File: src/rtl/control_fsm_pkg.sv
// Shared types for the RV32I multicycle controller: opcodes, FSM states, mux selects.
// CONTROL_FSM_SINGLE_STEP_EN adds the PAUSE state.
package control_fsm_pkg;

    typedef enum logic [6:0] {
        OPC_LOAD     = 7'b0000011,
        OPC_MISC_MEM = 7'b0001111,
        OPC_OP_IMM   = 7'b0010011,
        OPC_AUIPC    = 7'b0010111,
        OPC_STORE    = 7'b0100011,
        OPC_OP       = 7'b0110011,
        OPC_LUI      = 7'b0110111,
        OPC_BRANCH   = 7'b1100011,
        OPC_JALR     = 7'b1100111,
        OPC_JAL      = 7'b1101111,
        OPC_SYSTEM   = 7'b1110011
    } rv32i_opcode_t;

    typedef enum logic [3:0] {
        S_FETCH    = 4'd0,
        S_LOAD_IR  = 4'd1,
        S_DECODE   = 4'd2,
        S_EXEC     = 4'd3,
        S_MEM_ADDR = 4'd4,
        S_MEM_RD   = 4'd5,
        S_MEM_WR   = 4'd6,
        S_HALT     = 4'd7,
`ifdef CONTROL_FSM_SINGLE_STEP_EN
        S_FLASH    = 4'd8,
        S_PAUSE    = 4'd9
`else
        S_FLASH    = 4'd8
`endif
    } state_t;

    typedef enum logic {
        ADDR_PC  = 1'b0,
        ADDR_ALU = 1'b1
    } addr_sel_t;

    typedef enum logic {
        WB_ALU = 1'b0,
        WB_MEM = 1'b1
    } wb_sel_t;

    // Only the opcodes this datapath can execute; X/unknown falls to default.
    function automatic logic is_supported(logic [6:0] opc);
        case (opc)
            OPC_OP, OPC_OP_IMM, OPC_LOAD, OPC_STORE: return 1'b1;
            default:                                 return 1'b0;
        endcase
    endfunction

endpackage

File: src/rtl/control_fsm_if.sv
// Controller <-> datapath control bundle; master = controller, slave = datapath.
// CONTROL_FSM_SINGLE_STEP_EN adds step/paused.
interface control_fsm_if #(
    parameter int WIDTH = 32
);
    logic             flash_en;
    logic [6:0]       opcode;
    logic             pc_inc;
    logic             ir_wren;
    logic             regfile_wren;
    logic             mem_wren;
    logic             mem_addr_sel;
    logic             wb_sel;
    logic             halted;
    logic             illegal;
    logic [WIDTH-1:0] instret;
`ifdef CONTROL_FSM_SINGLE_STEP_EN
    logic             step;
    logic             paused;

    modport master (
        input  flash_en, opcode, step,
        output pc_inc, ir_wren, regfile_wren, mem_wren, mem_addr_sel, wb_sel,
               halted, illegal, instret, paused
    );
    modport slave (
        output flash_en, opcode, step,
        input  pc_inc, ir_wren, regfile_wren, mem_wren, mem_addr_sel, wb_sel,
               halted, illegal, instret, paused
    );
`else
    modport master (
        input  flash_en, opcode,
        output pc_inc, ir_wren, regfile_wren, mem_wren, mem_addr_sel, wb_sel,
               halted, illegal, instret
    );
    modport slave (
        output flash_en, opcode,
        input  pc_inc, ir_wren, regfile_wren, mem_wren, mem_addr_sel, wb_sel,
               halted, illegal, instret
    );
`endif
endinterface

File: src/rtl/control_fsm_instret_counter.sv
// Retired-instruction counter: wraps silently at 2^WIDTH, sync active-low reset.
module instret_counter #(
    parameter int WIDTH = 32
) (
    input  logic             clk,
    input  logic             rst,
    input  logic             inc,
    input  logic             clr,
    output logic [WIDTH-1:0] count
);
    logic [WIDTH-1:0] count_q, count_d;

    always_comb begin
        count_d = count_q;
        if (clr) begin
            count_d = '0;
        end else if (inc) begin
            count_d = count_q + WIDTH'(1);
        end
    end

    always_ff @(posedge clk) begin
        if (!rst) begin
            count_q <= '0;
        end else begin
            count_q <= count_d;
        end
    end

    assign count = count_q;
endmodule

File: src/rtl/control_fsm.sv
// Multicycle Moore controller for the RV32I datapath; yields to the flash loader on flash_en.
// Optional CONTROL_FSM_SINGLE_STEP_EN: park in PAUSE after every retire until step.
module control_fsm
    import control_fsm_pkg::*;
#(
    parameter int WIDTH           = 32,
    parameter bit HALT_ON_ILLEGAL = 1'b1
) (
    input  logic         clk,
    input  logic         rst,
    control_fsm_if.master bus
);
`ifdef CONTROL_FSM_SINGLE_STEP_EN
    localparam state_t RETIRE_NEXT = S_PAUSE;
`else
    localparam state_t RETIRE_NEXT = S_FETCH;
`endif

    state_t           state_q, state_d;
    logic             illegal_q, illegal_d;
    logic             retire;
    logic             unsupported;
    logic [WIDTH-1:0] instret;

    logic      pc_inc, ir_wren, regfile_wren, mem_wren, halted;
    addr_sel_t addr_sel;
    wb_sel_t   wb_sel;

    assign unsupported = !is_supported(bus.opcode);

    always_comb begin
        state_d   = state_q;
        illegal_d = illegal_q;
        retire    = 1'b0;
        case (state_q)
            S_FETCH:   state_d = S_LOAD_IR;
            S_LOAD_IR: state_d = S_DECODE;
            S_DECODE: begin
                if (unsupported) begin
                    illegal_d = 1'b1;
                    if (HALT_ON_ILLEGAL) begin
                        state_d = S_HALT;
                    end else begin
                        state_d = RETIRE_NEXT;
                        retire  = 1'b1;
                    end
                end else if (bus.opcode == OPC_LOAD) begin
                    state_d = S_MEM_ADDR;
                end else if (bus.opcode == OPC_STORE) begin
                    state_d = S_MEM_WR;
                end else begin
                    state_d = S_EXEC;
                end
            end
            S_EXEC, S_MEM_RD, S_MEM_WR: begin
                state_d = RETIRE_NEXT;
                retire  = 1'b1;
            end
            S_MEM_ADDR: state_d = S_MEM_RD;
            S_HALT:     state_d = S_HALT;
            S_FLASH:    state_d = S_FETCH;
`ifdef CONTROL_FSM_SINGLE_STEP_EN
            S_PAUSE:    if (bus.step) state_d = S_FETCH;
`endif
            default:    state_d = S_FETCH;
        endcase
        // Loader takeover aborts whatever is in flight: nothing retires, sticky flag drops.
        if (bus.flash_en) begin
            state_d   = S_FLASH;
            illegal_d = 1'b0;
            retire    = 1'b0;
        end
    end

    always_ff @(posedge clk) begin
        if (!rst) begin
            state_q   <= S_FETCH;
            illegal_q <= 1'b0;
        end else begin
            state_q   <= state_d;
            illegal_q <= illegal_d;
        end
    end

    instret_counter #(.WIDTH(WIDTH)) u_instret (
        .clk   (clk),
        .rst   (rst),
        .inc   (retire),
        .clr   (1'b0),
        .count (instret)
    );

    always_comb begin
        pc_inc       = 1'b0;
        ir_wren      = 1'b0;
        regfile_wren = 1'b0;
        mem_wren     = 1'b0;
        addr_sel     = ADDR_PC;
        wb_sel       = WB_ALU;
        halted       = 1'b0;
        case (state_q)
            S_LOAD_IR: begin
                ir_wren = 1'b1;
                pc_inc  = 1'b1;
            end
            S_EXEC: regfile_wren = 1'b1;
            S_MEM_ADDR: addr_sel = ADDR_ALU;
            S_MEM_RD: begin
                addr_sel     = ADDR_ALU;
                regfile_wren = 1'b1;
                wb_sel       = WB_MEM;
            end
            S_MEM_WR: begin
                addr_sel = ADDR_ALU;
                mem_wren = 1'b1;
            end
            S_HALT:  halted = 1'b1;
            default: ;
        endcase
        // Held in reset: nothing may write or steer the datapath.
        if (!rst) begin
            pc_inc       = 1'b0;
            ir_wren      = 1'b0;
            regfile_wren = 1'b0;
            mem_wren     = 1'b0;
            addr_sel     = ADDR_PC;
            wb_sel       = WB_ALU;
            halted       = 1'b0;
        end
    end

    assign bus.pc_inc       = pc_inc;
    assign bus.ir_wren      = ir_wren;
    assign bus.regfile_wren = regfile_wren;
    assign bus.mem_wren     = mem_wren;
    assign bus.mem_addr_sel = addr_sel;
    assign bus.wb_sel       = wb_sel;
    assign bus.halted       = halted;
    assign bus.illegal      = illegal_q;
    assign bus.instret      = instret;
`ifdef CONTROL_FSM_SINGLE_STEP_EN
    assign bus.paused       = (state_q == S_PAUSE) && rst;
`endif
endmodule
File: src/flat_wrapper.sv
// flat-port wrapper written by rule: the top's interface ports become plain ports
module control_fsm_flat import control_fsm_pkg::*;
#(
    parameter int WIDTH           = 32,
    parameter bit HALT_ON_ILLEGAL = 1'b1
)
  (clk, rst, bus_flash_en, bus_opcode, bus_pc_inc, bus_ir_wren, bus_regfile_wren, bus_mem_wren, bus_mem_addr_sel, bus_wb_sel, bus_halted, bus_illegal, bus_instret);
  control_fsm_if #(.WIDTH(WIDTH)) bus_i ();
  input  logic clk;
  input  logic rst;
  input wire logic [$bits(bus_i.flash_en)-1:0] bus_flash_en;
  input wire logic [$bits(bus_i.opcode)-1:0] bus_opcode;
  output wire logic [$bits(bus_i.pc_inc)-1:0] bus_pc_inc;
  output wire logic [$bits(bus_i.ir_wren)-1:0] bus_ir_wren;
  output wire logic [$bits(bus_i.regfile_wren)-1:0] bus_regfile_wren;
  output wire logic [$bits(bus_i.mem_wren)-1:0] bus_mem_wren;
  output wire logic [$bits(bus_i.mem_addr_sel)-1:0] bus_mem_addr_sel;
  output wire logic [$bits(bus_i.wb_sel)-1:0] bus_wb_sel;
  output wire logic [$bits(bus_i.halted)-1:0] bus_halted;
  output wire logic [$bits(bus_i.illegal)-1:0] bus_illegal;
  output wire logic [$bits(bus_i.instret)-1:0] bus_instret;
  assign bus_i.flash_en = bus_flash_en;
  assign bus_i.opcode = bus_opcode;
  assign bus_pc_inc = bus_i.pc_inc;
  assign bus_ir_wren = bus_i.ir_wren;
  assign bus_regfile_wren = bus_i.regfile_wren;
  assign bus_mem_wren = bus_i.mem_wren;
  assign bus_mem_addr_sel = bus_i.mem_addr_sel;
  assign bus_wb_sel = bus_i.wb_sel;
  assign bus_halted = bus_i.halted;
  assign bus_illegal = bus_i.illegal;
  assign bus_instret = bus_i.instret;
  control_fsm #(.WIDTH(WIDTH), .HALT_ON_ILLEGAL(HALT_ON_ILLEGAL)) u_core (.clk(clk), .rst(rst), .bus(bus_i));
endmodule
File: config.mk
export PLATFORM = sky130hd
export DESIGN_NAME = control_fsm_flat
export DESIGN_NICKNAME = d
export VERILOG_FILES = /design/src/rtl/control_fsm_pkg.sv /design/src/rtl/control_fsm_if.sv /design/src/rtl/control_fsm_instret_counter.sv /design/src/rtl/control_fsm.sv /design/src/flat_wrapper.sv
export SDC_FILE = /design/constraint.sdc
export NUM_CORES = 1
export LEC_CHECK = 0
export ABC_AREA = 1
export BUFFER_PORTS_ARGS = -buffer_cell sky130_fd_sc_hd__buf_2
export CAP_MARGIN = 20
export CORE_MARGIN = 2
export CORE_UTILIZATION = 45
export DETAILED_ROUTE_END_ITERATION = 10
export GPL_TIMING_DRIVEN = 0
export PLACE_DENSITY = 0.64
export SLEW_MARGIN = 20
export SYNTH_ARGS = -nofsm -noshare
export SYNTH_HDL_FRONTEND = slang
export SYNTH_SLANG_ARGS = --single-unit
File: constraint.sdc
create_clock -name clk -period 1.87 [get_ports clk]
set_clock_uncertainty 0.1 [all_clocks]
set_input_delay 0.0935 -clock clk [delete_from_list [all_inputs] [get_ports clk]]
set_output_delay 0.0935 -clock clk [all_outputs]
set_load 0.02 [all_outputs]
Yosys cells after proc, flatten, opt, wreduce, memory -nomap -nowiden
Cells that the tools add are included.
{"block": "word_totals", "reg_bits": 37, "in_bits": 10, "out_inout_bits": 40, "word_cells": 45}
{"block": "classes", "add_sub_neg": 1, "eq_ne": 11, "muxes": 20, "bitwise": 2, "n_reduce_logical": 7}
{"operator": "32-bit by 1-bit adder with 32-bit output, second input constant", "count": 1}
{"operator": "4-bit one-hot mux with 5 select lines", "count": 1}
{"operator": "4-bit by 3-bit == test with 1-bit output, second input constant", "count": 4}
{"operator": "1-bit two-way mux", "count": 15}
{"operator": "7-bit by 6-bit == test with 1-bit output, second input constant", "count": 2}
{"operator": "4-bit two-way mux", "count": 3}
{"operator": "4-bit by 2-bit == test with 1-bit output, second input constant", "count": 2}
{"operator": "7-bit by 2-bit == test with 1-bit output, second input constant", "count": 1}
{"operator": "7-bit by 5-bit == test with 1-bit output, second input constant", "count": 1}
{"operator": "3-bit OR reduction", "count": 2}
{"operator": "4-bit by 1-bit == test with 1-bit output, second input constant", "count": 1}
{"operator": "4-bit zero test", "count": 1}
{"operator": "2-bit OR reduction", "count": 2}
{"operator": "4-bit OR reduction", "count": 1}
{"operator": "3-bit two-way mux", "count": 1}
{"operator": "1-bit inverter", "count": 2}
{"operator": "2-bit AND reduction", "count": 1}

Depth between registers and ports, before layout
{"block": "logic_depth", "word_depth": 6, "mapped_depth": 9, "depth_no_buf": 9}

Modules after synthesis
A second synthesis with hierarchy kept.
{"block": "unflattened", "cells_unflattened": 347, "hier_area_um2": 2145.8}
{"module": "instret_counter", "instances": 1, "cells_per_inst": 284, "area_each_um2": 1798.0, "seq_area_each_um2": 640.6}
{"module": "control_fsm", "instances": 1, "cells_per_inst": 63, "area_each_um2": 347.8, "seq_area_each_um2": 100.1}

Worst setup path after synthesis
OpenSTA, ideal clock, no wires.
{"block": "synth_path", "kind": "register to register", "start": "register u_core.u_instret.count_q[1] (netlist: u_core.u_instret.count[1])", "end": "register u_core.u_instret.count_q[26] (netlist: u_core.u_instret.count[26])", "setup_time_ns": 0.064, "arrival_ns": 1.506, "required_ns": 1.706, "slack_ns": 0.200, "stages_incl_launch_ff": 10, "n_path_buf": 0, "period_less_slack_ns": 1.670, "cell_sequence": "dfxtp_1 -> ha_1 -> inv_1 -> nor2_2 -> nand3_1 -> nor2_1 -> nand3_1 -> nand2_1 -> inv_1 -> nor2_1"}
{"block": "synth_via", "elab_chain_len": 1}
{"item": "from (decl)", "line": "control_fsm_instret_counter.sv:11", "text": "logic [WIDTH-1:0] count_q, count_d;"}
{"item": "from (signal assigned)", "line": "control_fsm_instret_counter.sv:26", "text": "count_q <= count_d;"}
{"item": "32-bit by 1-bit adder with 32-bit output", "line": "control_fsm_instret_counter.sv:18", "text": "count_d = count_q + WIDTH'(1);"}
No other way between the ends.
A chain may end at the register's enable or synchronous reset.

Final worst setup path
{"block": "layout_path", "start": "register u_core.u_instret.count_q[2] (netlist: u_core.u_instret.count[2])", "end": "register u_core.u_instret.count_q[27] (netlist: u_core.u_instret.count[27])"}
The elaborated chain is that of the path after synthesis.

==> summary.md <==
| Metric | Value |
|---|---|
| Nature of the critical path startpoint | `flop` |
| Post-route fraction of the period consumed by the critical path | `0.910` |
| Most common cell after layout, fill and taps aside | `sky130_fd_sc_hd__nand2_1` |
| Detailed Route WL | `approximately 5900 µm` |
| Setup TNS | `0 ps` |
| Number of hold violations in the final report | `0` |
| Global-route usage over all layers | `0.227` |
| Average vias per placed instance | `4.86` |
| Maximum number of pins on one net before global-route repair | `13` |
| Worst-case vdd ir drop | `362 µV` |
| Die Ht | `74.2 µm` |
| Site row count | `25` |
| Post-route design area | `between 0.002 and 0.003 mm²` |
| Post-CTS clock slew at the launch and capture registers of the worst setup and hold paths | `approximately 80 ps` |
| Cts bufs inserted | `5` |
| Mapped Nets | `about 380` |
| Crit path from | `u_core.u_instret.count[2]` |
| Cell taking the most area after synthesis | `sky130_fd_sc_hd__dfxtp_1` |
| Result of the run | `finished, final reports clean` |
| Arrival time at the worst endpoint | `around 1800 ps` |
| Wire length of the first global-routing pass | `between 9000 and 10000 µm` |
| I/O Pins | `50` |
| CTS tree | `yes` |
| Minimum hold slack | `between 30 and 40 ps` |
| Reg2Reg Depth | `8` |
| Final HPWL DP | `roughly 4400 µm` |
| Post-placement cell area | `approximately 0.0025 mm²` |
| Top cells by area in the synthesized netlist | `sky130_fd_sc_hd__dfxtp_1 33%, sky130_fd_sc_hd__nand2_1 18%, sky130_fd_sc_hd__nor2_1 12%, sky130_fd_sc_hd__inv_1 8.8%, sky130_fd_sc_hd__nand3_1 8.6%` |
| DIE WIDTH | `approximately 74 µm` |
| Capturing instance or port of the critical path | `u_core.u_instret.count[27]` |
| Number of pins with negative max-slew slack in the final report | `0` |
| Utilization after layout | `0.577` |
| Final estimated routing congestion in global placement | `0.857` |
| Number of buffer cells added on primary ports | `between 40 and 50` |
| Warnings from Yosys | `0` |
| R2R Path End | `u_core.u_instret.count[27]` |
| Fraction of the yosys area taken by sequential cells | `0.334` |
| Cell count after placement | `between 400 and 500` |
| Core ar. | `0.00472 mm²` |
| Synthesis-to-finish area growth | `23.1%` |
| Insertion delay of the later-clocked pin in the worst-skew pair | `around 300 ps` |
| Htree depth | `2` |
| Fraction of final layout cells sized beyond drive strength 1 | `0.182` |
| Number of antenna violations at the first check in global routing | `0` |
| Max Clk Rate | `approximately 590 MHz` |
| Average footprint of a synthesized cell | `5.94 µm²` |
| CP max FO | `6` |
| Global route total overflow | `0` |
| Vias post-DR | `roughly 2400` |
| Hold/Removal Path Class | `primary input to flop` |
| Worst setup path category | `flop to flop` |
| Setup slack of the worst register-to-register path | `170 ps` |
| Post-synth top area share | `0.334` |
| Post-Syn Area | `between 0.002 and 0.0025 mm²` |
| Number of distinct library cell variants in the gate-level netlist after synthesis | `25` |
| Detail Route Antenna Nets | `0` |
| DRC Markers | `0` |
| Final min period | `between 1500 and 2000 ps` |
| Worst hold path startpoint | `rst` |
| Flip-flop and latch count after synthesis | `37` |
| Reg2Reg Launch Point | `u_core.u_instret.count[2]` |
| Static Leakage | `1.22 nW` |
| Net count reported at finish | `444` |
| Slew Limit Headroom | `0.647` |
| Detailed router's first-iteration violation count | `130` |
| Commonest cells after routing, fill and taps aside | `104 x sky130_fd_sc_hd__nand2_1, 66 x sky130_fd_sc_hd__nor2_1, 52 x sky130_fd_sc_hd__inv_1` |
| Count of TritonRoute iterations in the first routing pass | `4` |
| Data required time of the critical path | `roughly 2000 ps` |
| # clock sinks | `37` |
| Worst-Margin Slew | `530 ps` |
| Routed length per instance | `~12 µm` |
| Power density normalized to cell area | `~600 mW/mm²` |
| Number of global-route vias before repair | `between 2000 and 2500` |
| Max Cap Viol | `0` |
| # diodes | `0` |
| Post-synthesis instance total | `about 370` |
| RSZ-0062 raised after global routing | `false` |
| Starting Density | `0.469` |
| Number of cells in the finished layout apart from fillers | `approximately 500` |
| Clock Path Buffers | `2` |
| Die Outline Area | `around 0.0055 mm²` |
| Crit. End Element | `flop` |
| Final Setup Violations | `0` |
| CTS root buffer | `sky130_fd_sc_hd__clkbuf_8` |
critical path, cell delays in order (launching register included):
cell	delay, ps
sky130_fd_sc_hd__dfxtp_1	400
sky130_fd_sc_hd__nand2_1	100
sky130_fd_sc_hd__nor2_2	250
sky130_fd_sc_hd__nand3_2	190
sky130_fd_sc_hd__nor2_1	270
sky130_fd_sc_hd__nand3_1	120
sky130_fd_sc_hd__nand2_1	70
sky130_fd_sc_hd__inv_1	30
sky130_fd_sc_hd__nor2_1	90
report_power, final:
part	internal, W	switching, W
Sequential	0.000791	0.00000314
Clock	0.000434	0.000319
Combinational	0.0000280	0.0000451
synthesized netlist by cell type, drive strengths merged:
cell type,n
buf,7
nor2,76
nand3,39
a21oi,16
and3,1
nor3,10
inv,54
clkbuf,3
and2,1
nand4,12
xor2,2
nand2,104
a31oi,1
ha,1
dfxtp,37
o21ai,4
o21bai,5
final cells by class:
type	count	area, µm²
buffer	10	56.3
clock buffer	6	82.6
clock inverter	2	37.5
fill	518	2000
inverter	54	203
multi-input combinational	272	1240
sequential	37	741
tap	67	83.8
timing repair buffer	53	285
per-layer routing:
metal,up-vias,part of all wire,track usage
met5,-,0,0
met4,0,0.010,0.0848
met3,7,0.042,0.0285
met2,42,0.45,0.361
met1,1098,0.50,0.316
li1,1290,-,-
how the worst min path moves through the flow:
stage | slack, ps | depth (start not counted) | end
6_report | 40 | 3 | u_core.u_instret.count[3]
3_3_place_gp | 260 | 3 | u_core.state_q[3]
2_1_floorplan | 90 | 2 | u_core.state_q[3]
3_5_place_dp | 270 | 3 | u_core.state_q[3]
4_1_cts | 30 | 3 | u_core.u_instret.count[3]
5_1_grt | 60 | 3 | u_core.u_instret.count[4]
registers in the layout, indices dropped and copies added, names as in the netlist:
signal and flops:
u_core.bus.illegal 1, u_core.state_q 4, u_core.u_instret.count 32
logic make-up (layout without fill, tap and decap cells):
kind of cell,Yosys count,count (layout),share of synthesized area
AOI/OAI and AO/OA,26,26,0.0700
xor gates and xnor gates,2,2,0.00791
and+or+nand+nor,243,243,0.465
DFF,37,37,0.334
buffers and inverters,64,125,0.117
adders and majority gates,1,1,0.00565
metrics by stage:
stage,total power [W],setup slack [ps]
after floorplan,0.000857,200
after global placement,0.000880,55.2
after detailed placement,0.000881,35.4
after CTS,0.00164,-8.51
after global routing,0.00167,1.89
final,0.00162,169
what timing repair did:
item,4_1_cts,5_1_grt
setup buffers,0,2
hold buffers,3,0
hold endpoints to repair,3,0
endpoints found under the setup margin,2,20
cloned,0,0
resized for setup,0,7
pin swaps,0,1
No activity file was read; power rests on OpenSTA's default activity.
